`src/rtl/mmcm_drp_pkg.sv`:
```
// Shared types and constants for the MMCME2_ADV DRP reconfiguration master:
// register addresses, preset-table entry layout, FSM states and error codes.
package mmcm_drp_pkg;

    // DRP register addresses (reg1 = high/low time, reg2 = edge/no_count/phase)
    localparam logic [6:0] ADDR_CLKOUT5_1  = 7'h06;
    localparam logic [6:0] ADDR_CLKOUT5_2  = 7'h07;
    localparam logic [6:0] ADDR_CLKOUT0_1  = 7'h08;
    localparam logic [6:0] ADDR_CLKOUT0_2  = 7'h09;
    localparam logic [6:0] ADDR_CLKOUT1_1  = 7'h0A;
    localparam logic [6:0] ADDR_CLKOUT1_2  = 7'h0B;
    localparam logic [6:0] ADDR_CLKOUT2_1  = 7'h0C;
    localparam logic [6:0] ADDR_CLKOUT2_2  = 7'h0D;
    localparam logic [6:0] ADDR_CLKOUT3_1  = 7'h0E;
    localparam logic [6:0] ADDR_CLKOUT3_2  = 7'h0F;
    localparam logic [6:0] ADDR_CLKOUT4_1  = 7'h10;
    localparam logic [6:0] ADDR_CLKOUT4_2  = 7'h11;
    localparam logic [6:0] ADDR_CLKOUT6_1  = 7'h12;
    localparam logic [6:0] ADDR_CLKOUT6_2  = 7'h13;
    localparam logic [6:0] ADDR_CLKFBOUT_1 = 7'h14;
    localparam logic [6:0] ADDR_CLKFBOUT_2 = 7'h15;
    localparam logic [6:0] ADDR_DIVCLK     = 7'h16;

    // Mask bit 1 = keep the bit read back from the MMCM
    localparam logic [15:0] MASK_REG1     = 16'hF000;
    localparam logic [15:0] MASK_REG2     = 16'hFF3F;
    localparam logic [15:0] MASK_KEEP_ALL = 16'hFFFF;

    typedef struct packed {
        logic [6:0]  addr;
        logic [15:0] mask;
        logic [15:0] data;
    } drp_entry_t;

    typedef enum logic [3:0] {
        IDLE, RST_ON, RD, RD_WAIT, WR, WR_WAIT, NEXT, RST_OFF, LOCK_WAIT, FINISH
    } state_t;

    localparam logic [1:0] ERR_NONE     = 2'd0;
    localparam logic [1:0] ERR_DRDY_TMO = 2'd1;
    localparam logic [1:0] ERR_LOCK_TMO = 2'd2;
    localparam logic [1:0] ERR_BAD_CFG  = 2'd3;

    function automatic drp_entry_t mk_entry(logic [6:0] addr, logic [15:0] mask, logic [15:0] data);
        drp_entry_t e;
        e.addr = addr;
        e.mask = mask;
        e.data = data;
        return e;
    endfunction

endpackage

```
`src/rtl/mmcm_drp_rom.sv`:
```
// Preset DRP table: (cfg, idx) -> {addr, mask, data}. cfg 0 is the power-up
// setting (FB x8, OUT0 /16, OUT1 /8, OUT2 /5, OUT3 /32); cfg 1 retunes OUT0 to /10.
module mmcm_drp_rom
    import mmcm_drp_pkg::*;
#(
    parameter int CW = 1,
    parameter int IW = 3
) (
    input  logic [CW-1:0] cfg,
    input  logic [IW-1:0] idx,
    output drp_entry_t    entry
);

    logic alt;

    // NOTE: every always_comb output gets a default first so no path can infer a latch.
    always_comb begin
        alt   = (int'(cfg) == 1);
        entry = mk_entry(ADDR_DIVCLK, MASK_KEEP_ALL, 16'h0000);
        case (int'(idx))
            0: entry = mk_entry(ADDR_CLKFBOUT_1, MASK_REG1, 16'h0104);
            1: entry = mk_entry(ADDR_CLKFBOUT_2, MASK_REG2, 16'h0000);
            2: entry = mk_entry(ADDR_CLKOUT0_1,  MASK_REG1, alt ? 16'h0145 : 16'h0208);
            3: entry = mk_entry(ADDR_CLKOUT0_2,  MASK_REG2, 16'h0000);
            4: entry = mk_entry(ADDR_CLKOUT1_1,  MASK_REG1, 16'h0104);
            5: entry = mk_entry(ADDR_CLKOUT2_1,  MASK_REG1, 16'h0083);
            6: entry = mk_entry(ADDR_CLKOUT2_2,  MASK_REG2, 16'h0080);
            7: entry = mk_entry(ADDR_CLKOUT3_1,  MASK_REG1, 16'h0410);
            // Out-of-table indices rewrite DIVCLK with itself: a harmless no-op
            default: entry = mk_entry(ADDR_DIVCLK, MASK_KEEP_ALL, 16'h0000);
        endcase
    end

endmodule

```
`src/rtl/mmcm_drp_reconfig.sv`:
```
// DRP master that rewrites a preset MMCM register list by read-modify-write
// while holding the MMCM in reset, then waits for LOCKED and reports the outcome.
module mmcm_drp_reconfig
    import mmcm_drp_pkg::*;
#(
    parameter  int N_CFG    = 2,
    parameter  int N_REGS   = 8,
    parameter  int DRDY_TMO = 64,
    parameter  int LOCK_TMO = 65535,
    localparam int CW       = (N_CFG > 1) ? $clog2(N_CFG) : 1
) (
    input  logic          clk,
    input  logic          rst_n,
    input  logic          start,
    input  logic [CW-1:0] cfg_sel,
    output logic          busy,
    output logic          done,
    output logic          error,
    output logic [1:0]    err_code,
    output logic [6:0]    daddr,
    output logic          den,
    output logic          dwe,
    output logic [15:0]   di,
    input  logic [15:0]   do_i,
    input  logic          drdy,
    output logic          mmcm_rst,
    input  logic          locked
);

    localparam int IW      = (N_REGS > 1) ? $clog2(N_REGS) : 1;
    localparam int TMO_MAX = (DRDY_TMO > LOCK_TMO) ? DRDY_TMO : LOCK_TMO;
    localparam int CNT_W   = $clog2(TMO_MAX + 1);

    // The DEN (or RST_OFF) cycle and the clearing edge already use two of the allowed cycles
    localparam logic [CNT_W-1:0] DRDY_LIMIT = CNT_W'(DRDY_TMO - 2);
    localparam logic [CNT_W-1:0] LOCK_LIMIT = CNT_W'(LOCK_TMO - 2);
    localparam logic [IW-1:0]    IDX_LAST   = IW'(N_REGS - 1);
    localparam logic [CW:0]      N_CFG_W    = (CW + 1)'(N_CFG);

    state_t           state_q, state_d;
    logic [IW-1:0]    idx_q, idx_d;
    logic [CW-1:0]    cfg_q, cfg_d;
    logic [CNT_W-1:0] cnt_q, cnt_d;
    logic [15:0]      rd_q, rd_d;
    logic             error_q, error_d;
    logic [1:0]       err_code_q, err_code_d;
    logic             locked_meta, locked_s;
    logic             cfg_bad;
    drp_entry_t       entry;

    mmcm_drp_rom #(.CW(CW), .IW(IW)) u_rom (
        .cfg   (cfg_q),
        .idx   (idx_q),
        .entry (entry)
    );

    assign cfg_bad  = {1'b0, cfg_sel} >= N_CFG_W;
    assign error    = error_q;
    assign err_code = err_code_q;

    // NOTE: sequential state uses non-blocking assignments so every register samples pre-edge values.
    always_ff @(posedge clk or negedge rst_n) begin
        if (!rst_n) begin
            locked_meta <= 1'b0;
            locked_s    <= 1'b0;
        end else begin
            locked_meta <= locked;
            locked_s    <= locked_meta;
        end
    end

    always_ff @(posedge clk or negedge rst_n) begin
        if (!rst_n) begin
            state_q    <= IDLE;
            idx_q      <= '0;
            cfg_q      <= '0;
            cnt_q      <= '0;
            rd_q       <= '0;
            error_q    <= 1'b0;
            err_code_q <= ERR_NONE;
        end else begin
            state_q    <= state_d;
            idx_q      <= idx_d;
            cfg_q      <= cfg_d;
            cnt_q      <= cnt_d;
            rd_q       <= rd_d;
            error_q    <= error_d;
            err_code_q <= err_code_d;
        end
    end

    always_comb begin
        state_d    = state_q;
        idx_d      = idx_q;
        cfg_d      = cfg_q;
        cnt_d      = cnt_q;
        rd_d       = rd_q;
        error_d    = error_q;
        err_code_d = err_code_q;
        busy       = 1'b1;
        done       = 1'b0;
        daddr      = '0;
        den        = 1'b0;
        dwe        = 1'b0;
        di         = '0;
        mmcm_rst   = 1'b0;

        case (state_q)
            IDLE: begin
                busy = 1'b0;
                if (start) begin
                    if (cfg_bad) begin
                        error_d    = 1'b1;
                        err_code_d = ERR_BAD_CFG;
                    end else begin
                        cfg_d      = cfg_sel;
                        error_d    = 1'b0;
                        err_code_d = ERR_NONE;
                        idx_d      = '0;
                        state_d    = RST_ON;
                    end
                end
            end
            RST_ON: begin
                mmcm_rst = 1'b1;
                state_d  = RD;
            end
            RD: begin
                mmcm_rst = 1'b1;
                daddr    = entry.addr;
                den      = 1'b1;
                cnt_d    = '0;
                state_d  = RD_WAIT;
            end
            RD_WAIT: begin
                mmcm_rst = 1'b1;
                if (drdy) begin
                    rd_d    = do_i;
                    state_d = WR;
                end else if (cnt_q >= DRDY_LIMIT) begin
                    error_d    = 1'b1;
                    err_code_d = ERR_DRDY_TMO;
                    state_d    = IDLE;
                end else begin
                    cnt_d = cnt_q + CNT_W'(1);
                end
            end
            WR: begin
                mmcm_rst = 1'b1;
                daddr    = entry.addr;
                den      = 1'b1;
                dwe      = 1'b1;
                di       = (rd_q & entry.mask) | (entry.data & ~entry.mask);
                cnt_d    = '0;
                state_d  = WR_WAIT;
            end
            WR_WAIT: begin
                mmcm_rst = 1'b1;
                if (drdy) begin
                    state_d = NEXT;
                end else if (cnt_q >= DRDY_LIMIT) begin
                    error_d    = 1'b1;
                    err_code_d = ERR_DRDY_TMO;
                    state_d    = IDLE;
                end else begin
                    cnt_d = cnt_q + CNT_W'(1);
                end
            end
            NEXT: begin
                mmcm_rst = 1'b1;
                if (idx_q == IDX_LAST) begin
                    state_d = RST_OFF;
                end else begin
                    idx_d   = idx_q + IW'(1);
                    state_d = RD;
                end
            end
            RST_OFF: begin
                cnt_d   = '0;
                state_d = LOCK_WAIT;
            end
            LOCK_WAIT: begin
                if (locked_s) begin
                    state_d = FINISH;
                end else if (cnt_q >= LOCK_LIMIT) begin
                    error_d    = 1'b1;
                    err_code_d = ERR_LOCK_TMO;
                    state_d    = IDLE;
                end else begin
                    cnt_d = cnt_q + CNT_W'(1);
                end
            end
            FINISH: begin
                busy    = 1'b0;
                done    = 1'b1;
                state_d = IDLE;
            end
            default: begin
                busy    = 1'b0;
                state_d = IDLE;
            end
        endcase
    end

endmodule
```
`config.mk`:
```
export PLATFORM = sky130hd
export DESIGN_NAME = mmcm_drp_reconfig
export DESIGN_NICKNAME = d
export VERILOG_FILES = /design/src/rtl/mmcm_drp_pkg.sv /design/src/rtl/mmcm_drp_rom.sv /design/src/rtl/mmcm_drp_reconfig.sv
export SDC_FILE = /design/constraint.sdc
export NUM_CORES = 1
export LEC_CHECK = 0
export BUFFER_PORTS_ARGS = -buffer_cell sky130_fd_sc_hd__buf_2
export CAP_MARGIN = 20
export CORE_ASPECT_RATIO = 1.2
export CORE_MARGIN = 5
export CORE_UTILIZATION = 59
export CTS_CLUSTER_SIZE = 10
export DETAILED_ROUTE_END_ITERATION = 12
export MAX_ROUTING_LAYER = met4
export PLACE_DENSITY = 0.9
export SYNTH_ARGS = -nofsm -noshare
export SYNTH_HDL_FRONTEND = slang
export SYNTH_SLANG_ARGS = --single-unit
```
`constraint.sdc`:
```
create_clock -name clk -period 6.4 [get_ports clk]
set_clock_uncertainty 0.1 [all_clocks]
set_input_delay 0 -clock clk [delete_from_list [all_inputs] [get_ports clk]]
set_output_delay 0 -clock clk [all_outputs]
set_load 0.02 [all_outputs]
```
Word-level counts from Yosys, hierarchy flattened
Cells that the tools add are included.

Bits in registers: 45. Input bits: 22. Output and inout bits: 31. Logic and storage cells: 95.

$add $sub $neg: 2. $lt $le $gt $ge: 2. Equality and inequality tests: 25. Multiplexer cells: 37. Bitwise gates (word level): 4. Reduce and logical (&&, ||, !) cells: 16.

Operators by type and width (count): 39-bit case mux with 8 select lines (1); 16-bit two-way mux (5); 16-bit case mux with 3 select lines (1); 4-bit case mux with 9 select lines (1); 16-bit AND (2); 4-bit two-way mux (6); 16-bit by 1-bit adder with 16-bit output (second input constant) (1); 4-bit by 3-bit == test with 1-bit output (second input constant) (4); 16-bit greater-or-equal comparator (second input constant) (1); 16-bit by 6-bit greater-or-equal comparator with 1-bit output (second input constant) (1); 16-bit inverter (1); 16-bit bitwise OR (1); 2-bit != test (second input constant) (7); 3-bit == test (second input constant) (4); 1-bit two-way mux (10); 10-bit two-way mux (1); 2-bit two-way mux (5); 3-bit two-way mux (3); 4-bit by 2-bit == test with 1-bit output (second input constant) (2); 4-bit == test (second input constant) (2); 8-bit OR reduction (1); 7-bit two-way mux (1); 3-bit by 2-bit == test with 1-bit output (second input constant) (2); 2-bit case mux with 3 select lines (1); 18 further kinds (22).

Longest topological paths before layout
Gate-level depths: netlist of run 1.

Depth in word-level cells: 6. Gate-level depth with buffers: 10. Gate-level depth less buffers: 8.

By module
From an unflattened synthesis of run 1, not the netlist that was laid out.

Cells, all modules: 327. Area total of the unflattened synthesis: 2964.1 um2.

Modules (own cells, without submodules): mmcm_drp_reconfig (times used 1, cells each 279, area each 2641.3 um2, seq. area each 1126.1 um2); mmcm_drp_rom (times used 1, cells each 48, area each 322.8 um2, seq. area each 0.0 um2).

Worst setup path before layout of run 1
No wires, ideal clock.

Path kind: reg-to-reg. From: reg cnt_q[13]. To: reg cnt_q[8]. Setup time: 76 ps. Arrival: 2358 ps. Data required time: 6224 ps. Path slack: 3865 ps. Cell stages (with the launch flop): 7. Buffers on the path: 1. Clock period less this slack: 2535 ps. Cells stage by stage: dfrtp_1 or4_4 o311a_4 or3_4 buf_6 or4_1 o21ai_1.

Cells in the longest elaborated chain, start to end: 3. Elaborated cells between the ends (all ways): 5. Those cells by class: 2 x order compare; 2 x eq/ne; 1 x reduce/logical.

Ends and longest elaborated chain: start, declared (RTL line mmcm_drp_reconfig.sv:43) `logic [CNT_W-1:0] cnt_q, cnt_d;`; start signal, assigned (RTL line mmcm_drp_reconfig.sv:85) `cnt_q <= cnt_d;`; 16-bit greater-or-equal comparator / 16-bit by 6-bit greater-or-equal comparator with 1-bit output (equally long branches) (RTL line mmcm_drp_reconfig.sv:185, mmcm_drp_reconfig.sv:140, mmcm_drp_reconfig.sv:161); 2-bit != test (no source line); 5-bit AND reduction (no source line) (*).

Mark *: on every way between the ends. The rest lies on a longest branch, timed or not. A chain may end at the register's enable or synchronous reset.

Worst setup path after layout of run 1
From: reg state_q[3]. To: reg cnt_q[11].

Cells in the longest elaborated chain, start to end: 4. Elaborated cells between the ends (all ways): 15. Those cells by class: 10 x eq/ne; 1 x mux; 4 x reduce/logical.

Ends and longest elaborated chain: start, declared (RTL line mmcm_drp_reconfig.sv:40) `state_t state_q, state_d;`; start signal, assigned (RTL line mmcm_drp_reconfig.sv:82) `state_q <= state_d;`; 4-bit by 3-bit == test with 1-bit output / 4-bit by 2-bit == test with 1-bit output (equally long branches) (RTL line mmcm_drp_reconfig.sv:108) `case (state_q)`; 3-bit OR reduction (no source line) / 2-bit OR reduction (equally long branches); 3-bit nonzero test (no source line) / 2-bit != test (equally long branches); 5-bit AND reduction (no source line).

Parallel ways exist; a longest one is shown, timed or not.

==> results of run 1 <==
[sequential cells by signal, summed over array words and instances, names as in the netlist]
signal and count:
error 1, err_code 2, rd_q 14, cfg_q 1, idx_q 3, state_q 4
locked_meta 1, cnt_q 16, locked_s 1
[cell families (layout without fill, tap and decap cells)]
logic type,after synthesis,in the layout,synth area share
buffers and inverters,28,89,0.05228
muxes,16,16,0.06797
other,1,2,0.001424
xor gates and xnor gates,5,5,0.01663
and+or+nand+nor,114,114,0.2305
DFF,43,43,0.4087
adders and majority gates,10,10,0.04753
AOI/OAI and AO/OA,71,71,0.1749
[placed cells by master, fill, tap and decap left out, types with 2 or more instances in the layout]
master	n
o21a_1	5
nand2_1	29
nand2b_1	5
o21ai_0	14
a21oi_1	25
o22ai_1	2
o21ai_1	2
conb_1	2
mux2_2	15
inv_1	15
and3_1	3
clkinv_4	2
or4_1	5
clkbuf_8	5
o31ai_1	5
a21o_1	2
dlygate4sd3_1	18
buf_2	48
ha_1	10
and2_1	6
nor3_1	10
dfrtp_1	43
nand3_1	9
o32ai_1	2
a211o_1	3
nor2_1	22
nor4_1	4
nand4_1	5
xnor2_1	5
or3_1	4
[worst max-delay path, stage by stage (launching register included)]
cell	delay [ps]
dfrtp_1	650
or4b_4	550
nor2_1	190
nor3_1	130
or3_4	500
or4_1	530
a21oi_1	150
[layout make-up]
class	instances	area, um^2
fillers	293	1155
repair buffers	66	420.4
multi-input cells	218	1423
flip-flops and latches	43	1076
inverters	15	56.30
clock inverters	3	25.02
well taps	56	70.07
clock buffers	5	68.82
[worst max-delay path by stage]
stage / slack (ps) / to / depth (start not counted) / from
2_1_floorplan: 3870 / cnt_q[8] / 6 / cnt_q[13]
3_3_place_gp: 3580 / cnt_q[14] / 6 / state_q[2]
3_5_place_dp: 3560 / cnt_q[14] / 6 / state_q[2]
4_1_cts: 3540 / cnt_q[14] / 6 / state_q[3]
5_1_grt: 3300 / cnt_q[14] / 6 / state_q[3]
6_report: 3510 / cnt_q[11] / 6 / state_q[3]
[power groups by stage]
stage | combinational, mW | sequential (mW) | clock, mW
2_1_floorplan | 0.471 | 0.411 | 0
3_3_place_gp | 0.531 | 0.450 | 0
3_5_place_dp | 0.550 | 0.456 | 0
4_1_cts | 0.563 | 0.450 | 0.181
5_1_grt | 0.640 | 0.469 | 0.192
6_report | 0.577 | 0.459 | 0.175
[stage by stage]
stage / cell area [um^2] / hold slack [ps] / std cells / util / total power [mW]
global route: 3139 / 40.34 / 406 / 0.7311 / 1.301
detailed placement: 2865 / 9.323 / 380 / 0.6672 / 1.006
CTS: 3139 / 3.872 / 406 / 0.7311 / 1.195
floorplan: 2636 / -395.6 / 289 / - / 0.8826
finish: 3139 / 21.36 / 406 / 0.7311 / 1.212
global placement: 2865 / 7.821 / 380 / 0.6672 / 0.9807
[per-layer routing]
| layer | part of all wire | wire length, um |
|---|---|---|
| met4 | 0.025 | 169 |
| met2 | 0.51 | 3409 |
| met3 | 0.069 | 460 |
| met5 | 0 | 0 |
| met1 | 0.40 | 2649 |
[what timing repair did]
action / CTS / global route
hold buffers: 18 / 0
gates resized for setup: 0 / 0
setup buffers: 0 / 0
endpoints found under the hold margin: 63 / 0
==> run_results.csv, run 1 <==
group,metric,value,unit
logic_synthesis,synthArstFlopShare,1.000,
setup_path,cp_max_fo,23,
global_route,grt_use_met2,0.4042,
die,rows,26,
worst_hold_path,hold_path_class,"in2reg",
die,dieHeight,83.17,um
global_route,globalRouteTotalUtil,0.2432,
logic_synthesis,ys_top_cells_by_count,"dfrtp_1, nand2_1, a21oi_1",
sta,fmax,0.3464,GHz
logic_synthesis,synth_cells,288,
logic_synthesis,synth_area,2633,um^2
detailed_routing,dr.first_iter.drc_count,201,
setup_path,arrival,3010,ps
sta,rsz0062_at_grt,"false",
global_route,grt_overflow,0,
cells_and_area,syn_to_final_growth,19.25,%
power_and_ir_drop,swShare,0.4597,
setup_path,worstPathRequired,6520,ps
place,gp_congestion,0.8935,
place,dp_slack,3557,ps
logic_synthesis,synth_edf_count,0,
clock_network,cts.sink_count,43,
global_route,grt_max_degree,44,
logic_synthesis,ys.warnings.count,0,
global_route,grtUsageMet1,0.2834,
detailed_routing,drtAntennaViolNets,0,
setup_path,r2r-end,"cnt_q[11]",
global_route,grt_pass1_wl,11360,um
logic_synthesis,synth_area_leaders,"dfrtp_1, mux2_2, a21oi_1",
setup_path,crit_path_end_kind,"flop",
clock_network,clk_path_buf_depth,2,
power_and_ir_drop,seqPwrFrac,0.379,
die,dieArea,5903,um^2
logic_synthesis,avgSynthCellArea,9.141,um^2
logic_synthesis,synth-seq-area-share,0.4087,
sta,finalMaxSlewViolations,0,
global_route,grt_pass1_vias,2389,
clock_network,cts.clk_slew.worst_paths,80,ps
logic_synthesis,synth_top_area_share,0.4087,
clock_network,clkLatencyLatePin,300,ps
global_route,busiest_layer,"met2",
sta,fin_crit_sh,0.4511,
setup_path,regToRegSetupSlack,3510,ps
sta,tightestPinTransition,936.9,ps
clock_network,ctsRootBufferMaster,"clkbuf_8",
sta,fin_crit,2887,ps
logic_synthesis,ys.flop_type,"dfrtp_1",
clock_network,tritoncts,"built",
worst_hold_path,worstHoldStart,"start",
setup_path,timing.rr.start,"state_q[3]",
logic_synthesis,synth_top_area_cell,"dfrtp_1",
sta,tns,0,ps
power_and_ir_drop,intPower,654.6,uW
worst_hold_path,hold_end,"error",
detailed_routing,remaining_drc_errors,0,
clock_network,htree_levels,2,
run,cap_violations,0,
worst_hold_path,hold_depth,3,
setup_path,cp-start-kind,"flop",
power_and_ir_drop,clock_power_share,0.145,
sta,finalHoldViolCount,0,
die,start_util,0.6131,
power_and_ir_drop,switching_power,556.9,uW
die,die_w,70.98,um
detailed_routing,wl_per_cell,16.47,um
detailed_routing,wirelength,6688,um
logic_synthesis,ys_seq_elements,43,
sta,relSlewSlack,0.3731,
clock_network,cts-buffers-inserted,5,
die,coreArea,4294,um^2
power_and_ir_drop,ir_worst_vdd,233.1,uV
place,port_buffers,48,
cells_and_area,antenna_cells,0,
setup_path,reg2reg_depth,6,
detailed_routing,dr.pass1.iters,5,
power_and_ir_drop,cellPowerDensity,385.9,nW/um^2
cells_and_area,num-nets-final,381,
global_route,antenna_found_initial,0,
outcome,status,"completed",
setup_path,crit_type,"reg2reg",
sta,worst_slack,3513,ps
cells_and_area,final_layout_size_suffix_gt1_frac,0.2343,
detailed_routing,num_vias,2410,
sta,setup_viol,0,
logic_synthesis,yosys.cell_count.top_type,"dfrtp_1",
detailed_routing,routed_via_density,5.936,
power_and_ir_drop,pwr-share-comb,0.476,
die,pin_count,53,
power_and_ir_drop,p_leak,1.417,nW
global_route,use_met3,0.06039,
place,dpl.hpwl,4283,um
logic_synthesis,synth_cell_types,55,
(Power assumes the default switching activity.)
==> run 2: changes to the inputs <==
--- a/config.mk
+++ b/config.mk
@@ -9,11 +9,11 @@
 export CAP_MARGIN = 20
 export CORE_ASPECT_RATIO = 1.2
 export CORE_MARGIN = 5
-export CORE_UTILIZATION = 59
+export CORE_UTILIZATION = 55
 export CTS_CLUSTER_SIZE = 10
 export DETAILED_ROUTE_END_ITERATION = 12
 export MAX_ROUTING_LAYER = met4
-export PLACE_DENSITY = 0.9
+export PLACE_DENSITY = 0.85
 export SYNTH_ARGS = -nofsm -noshare
 export SYNTH_HDL_FRONTEND = slang
 export SYNTH_SLANG_ARGS = --single-unit
==> constraint.sdc (replaced) <==
create_clock -name clk -period 2.93 [get_ports clk]
set_clock_uncertainty 0.1 [all_clocks]
set_input_delay 0 -clock clk [delete_from_list [all_inputs] [get_ports clk]]
set_output_delay 0 -clock clk [all_outputs]
set_load 0.02 [all_outputs]
==> run_results.csv, run 2 (same netlist as run 1, synthesis figures left out) <==
group,metric,value,unit
cells_and_area,final_cell_mix,"buf_2, dfrtp_1, nand2_1",
die,dieArea,6276,um^2
clock_network,cts.sink_count,43,
detailed_routing,dr.pass1.iters,4,
die,die_w,73.16,um
sta,tightestPinTransition,954.4,ps
sta,rsz0062_at_grt,"false",
global_route,use_met3,0.04455,
clock_network,clkLatencyLatePin,300,ps
cells_and_area,syn_to_final_growth,23.00,%
sta,relSlewSlack,0.3637,
setup_path,path_delay_family,"simple AND/OR/NAND/NOR gates",
setup_path,cp_slowest_cell,"or4_4",
power_and_ir_drop,ir_worst_vdd,410.0,uV
global_route,globalRouteTotalUtil,0.2289,
clock_network,tritoncts,"built",
setup_path,worstPathRequired,3050,ps
clock_network,cts-buffers-inserted,5,
worst_hold_path,hold_path_class,"in2reg",
setup_path,arrival,2850,ps
run,cap_violations,0,
place,dp_cells,392,
detailed_routing,wirelength,6665,um
die,rows,27,
power_and_ir_drop,cellPowerDensity,853.1,nW/um^2
place,gp_congestion,0.8767,
cells_and_area,final_common_cell,"buf_2",
setup_path,cp_max_fo,23,
global_route,grt_use_met2,0.3889,
cells_and_area,num-nets-final,391,
cells_and_area,largest_reg_flops,16,
setup_path,cp_num_buf_inv,0,
global_route,busiest_layer,"met2",
clock_network,clk_path_buf_depth,2,
place,dp_slack,192.0,ps
detailed_routing,remaining_drc_errors,0,
cells_and_area,final_layout_size_suffix_gt1_frac,0.2583,
sta,finalHoldViolCount,0,
sta,fin_crit_sh,0.9298,
cells_and_area,stdcell_count,418,
global_route,grtUsageMet1,0.2650,
place,place_area,2943,um^2
power_and_ir_drop,finalPower,2.763,mW
place,port_buffers,48,
sta,fin_crit,2724,ps
sta,finalMaxSlewViolations,0,
outcome,status,"completed",
global_route,grt_overflow,0,
setup_path,cp-start-kind,"flop",
clock_network,cts.clk_slew.worst_paths,90,ps
die,coreArea,4628,um^2
sta,fmax,0.3671,GHz
global_route,grt_max_degree,44,
clock_network,ctsRootBufferMaster,"clkbuf_8",
detailed_routing,routed_via_density,5.950,
detailed_routing,wl_per_cell,15.94,um
global_route,grt_pass1_wl,11170,um
cells_and_area,largest_registers,"cnt_q: 16 flops, rd_q: 14 flops, state_q: 4 flops",
die,dieHeight,85.79,um
die,pin_count,53,
setup_path,slowest_delay,550,ps
setup_path,crit_type,"reg2reg",
detailed_routing,drtAntennaViolNets,0,
setup_path,crit_chain,"or4_4 -> o311a_4 -> or3_4 -> or4_1 -> a21oi_1",
sta,setup_viol,0,
place,dpl.hpwl,4405,um
setup_path,crit_path_end_kind,"flop",
cells_and_area,fin_area,3238,um^2
die,start_util,0.5688,
clock_network,htree_levels,2,
global_route,antenna_found_initial,0,
global_route,grt_pass1_vias,2419,
cells_and_area,antenna_cells,0,
detailed_routing,dr.first_iter.drc_count,121,
sta,tns,0,ps
cells_and_area,regMostFlops,"cnt_q",
sta,worst_slack,205.7,ps
detailed_routing,num_vias,2487,
power_and_ir_drop,p_leak,1.481,nW
[run 2: cell types whose count changed in the layout (fill, tap and decap cells not counted)]
cell | before | now
buf_4 | 0 | 10
clkinv_2 | 0 | 1
nor2_2 | 0 | 1
nor2_1 | 22 | 21
clkinvlp_4 | 1 | 0
bufinv_16 | 0 | 1
clkinv_4 | 2 | 1
[run 2: path summary, 6_finish.rpt]
check / slack (ps) / cells after the start / endpoint / from
max reg2reg: 210 / 5 / cnt_q[14] / cnt_q[10]
min reg2reg: 250 / 0 / locked_s / locked_meta
min in group asynchronous: 280 / 2 / idx_q[1] / rst_n
max in group asynchronous: 1840 / 2 / cnt_q[15] / rst_n
max: 210 / 5 / cnt_q[14] / cnt_q[10]
min: 20 / 3 / error / start
[run 2: area by class of cell]
cell class / count / area (um^2)
Clock inverter: 3 / 43.79
Inverter: 15 / 56.30
Sequential cell: 43 / 1076
Clock buffer: 5 / 68.82
Multi-Input combinational cell: 218 / 1425
Timing Repair Buffer: 76 / 495.5
Tap cell: 58 / 72.57
Fill cell: 333 / 1390
[run 2: through the flow]
step                        util  hold slack (ps)
after detailed placement  0.6358            10.49
after global placement    0.6358            8.491
after floorplan                -           -395.6
final                     0.6996            16.30
after global routing      0.6996            32.75
after CTS                 0.6991            18.49
[run 2: report_power, final]
part / internal (mW) / switching, mW
sequential: 0.767 / 0.143
clock: 0.254 / 0.213
combinational: 0.547 / 0.838
[run 2: routing by layer]
metal / share of wire / vias to the layer above
li1: - / 1179
met1: 0.40 / 1190
met2: 0.50 / 100
met3: 0.069 / 18
met4: 0.025 / 0
met5: 0 / -
[run 2: what timing repair did]
item,in CTS,in global routing
setup endpoints to repair,0,1
hold buffers,18,0
setup buffers,0,0
resized for setup,0,1
hold endpoints to repair,61,0
[run 2: worst min-delay path, stage by stage]
cell     delay [ps]
buf_2           120
nand3_1         130
o21a_1          140
==> run 3: changes to the inputs <==
--- a/config.mk
+++ b/config.mk
@@ -14,6 +14,7 @@
 export DETAILED_ROUTE_END_ITERATION = 12
 export MAX_ROUTING_LAYER = met4
 export PLACE_DENSITY = 0.85
+export RECOVER_POWER = 50
 export SYNTH_ARGS = -nofsm -noshare
 export SYNTH_HDL_FRONTEND = slang
 export SYNTH_SLANG_ARGS = --single-unit
==> run_results.csv, run 3 (same netlist as run 1, synthesis figures left out) <==
group,metric,value,unit
outcome,status,"completed",
sta,worst_slack,193.9,ps
sta,relSlewSlack,0.2914,
detailed_routing,remaining_drc_errors,0,
power_and_ir_drop,switching_power,1.196,mW
cells_and_area,multi_input_area,1425,um^2
global_route,grt_overflow,0,
place,dp_cells,392,
detailed_routing,routed_via_density,5.959,
setup_path,crit_type,"reg2out",
cells_and_area,register_area,1076,um^2
detailed_routing,wl_per_cell,15.94,um
power_and_ir_drop,p_leak,1.459,nW
clock_network,tritoncts,"built",
sta,rsz0062_at_grt,"false",
cells_and_area,stdcell_count,418,
sta,setup_viol,0,
die,dieHeight,85.79,um
power_and_ir_drop,finalPower,2.753,mW
detailed_routing,dr.first_iter.drc_count,133,
cells_and_area,largest_registers,"cnt_q: 16 flops, rd_q: 14 flops, state_q: 4 flops",
place,dp_slack,192.0,ps
die,coreArea,4628,um^2
die,rows,27,
power_and_ir_drop,seqPwrFrac,0.330,
sta,tightestPinTransition,1063,ps
clock_network,clkLatencyLatePin,300,ps
power_and_ir_drop,swShare,0.4344,
power_and_ir_drop,cellPowerDensity,853.3,nW/um^2
die,dieArea,6276,um^2
cells_and_area,num-nets-final,391,
die,die_w,73.16,um
detailed_routing,dr.pass1.iters,4,
place,gp_congestion,0.8767,
global_route,grt_pass1_vias,2419,
global_route,grt_max_degree,44,
setup_path,cp-start-kind,"flop",
clock_network,htree_levels,2,
sta,finalMaxSlewViolations,0,
global_route,antenna_found_initial,0,
cells_and_area,final_layout_size_suffix_gt1_frac,0.2389,
global_route,grt_pass1_wl,11170,um
cells_and_area,largest_reg_flops,16,
setup_path,worstPathRequired,2830,ps
clock_network,cts-buffers-inserted,5,
clock_network,cts.sink_count,43,
global_route,grtUsageMet1,0.2650,
cells_and_area,final_util,0.6972,
setup_path,crit_path_end_kind,"output port",
power_and_ir_drop,intPower,1.557,mW
power_and_ir_drop,clock_power_share,0.170,
place,dpl.hpwl,4405,um
sta,fmax,0.3655,GHz
place,port_buffers,48,
detailed_routing,drtAntennaViolNets,0,
sta,tns,0,ps
sta,finalHoldViolCount,0,
cells_and_area,antenna_cells,0,
cells_and_area,final_common_cell,"dfrtp_1",
clock_network,cts.clk_slew.worst_paths,90,ps
cells_and_area,regMostFlops,"cnt_q",
global_route,use_met3,0.04455,
die,pin_count,53,
sta,fin_crit,2736,ps
run,cap_violations,0,
global_route,busiest_layer,"met2",
worst_hold_path,hold_path_class,"in2reg",
cells_and_area,final_cell_mix,"dfrtp_1, buf_2, nand2_1",
setup_path,arrival,2640,ps
detailed_routing,wirelength,6661,um
global_route,globalRouteTotalUtil,0.2289,
detailed_routing,num_vias,2491,
setup_path,cp_max_fo,7,
cells_and_area,syn_to_final_growth,22.58,%
clock_network,clk_path_buf_depth,2,
clock_network,ctsRootBufferMaster,"clkbuf_8",
global_route,grt_use_met2,0.3889,
sta,fin_crit_sh,0.9338,
power_and_ir_drop,ir_worst_vdd,409.2,uV
die,start_util,0.5688,
cells_and_area,num-fill-cells,340,
power_and_ir_drop,pwr-share-comb,0.500,
run 3: path summary, 6_finish.rpt:
check,depth (start not counted),to,slack [ps],start
max in group asynchronous,2,cnt_q[15],1750,rst_n
hold reg to reg,0,locked_s,250,locked_meta
min in group asynchronous,2,idx_q[1],320,rst_n
setup / recovery,8,di[1],190,idx_q[0]
setup reg to reg,5,cnt_q[14],200,cnt_q[10]
hold / removal,3,error,10,start
run 3: area by class of cell:
type / count / area share
multi-input combinational: 218 / 0.4416
sequential: 43 / 0.3335
timing repair buffer: 76 / 0.1501
tap: 58 / 0.02249
clock buffer: 5 / 0.02133
inverter: 15 / 0.01745
clock inverter: 3 / 0.01357
run 3: repair_timing:
item                                    in CTS  in global routing
gates resized for setup                      0                  1
endpoints found under the setup margin       0                  1
buffers inserted                             0                  0
hold buffers                                18                  0
endpoints found under the hold margin       61                  0
run 3: per-stage QoR:
step	area [um^2]	hold WS, ps
CTS	3236	18.49
global route	3227	32.75
detailed placement	2943	10.49
global placement	2943	8.491
finish	3227	12.74
floorplan	2636	-395.6
run 3: power groups by stage:
stage          Clock [mW]  Combinational (mW)  Sequential [mW]
6_report            0.467                1.38            0.909
5_1_grt             0.501                1.51            0.936
4_1_cts             0.477                1.37            0.900
3_5_place_dp            0                1.34            0.913
3_3_place_gp            0                1.31            0.906
2_1_floorplan           0                1.03            0.898
run 3: critical path, stage by stage, from the launching register on:
cell     delay (ps)
dfrtp_1         460
ha_1            260
ha_1            280
nor3_1          320
nand2_1         230
nand2_1         260
nand3_1         110
a21oi_1         200
buf_2           200
run 3: routing by layer:
layer / wire, um / up-vias
met1: 2699 / 1202
li1: - / 1180
met3: 437 / 15
met4: 160 / 0
met5: 0 / -
met2: 3363 / 94
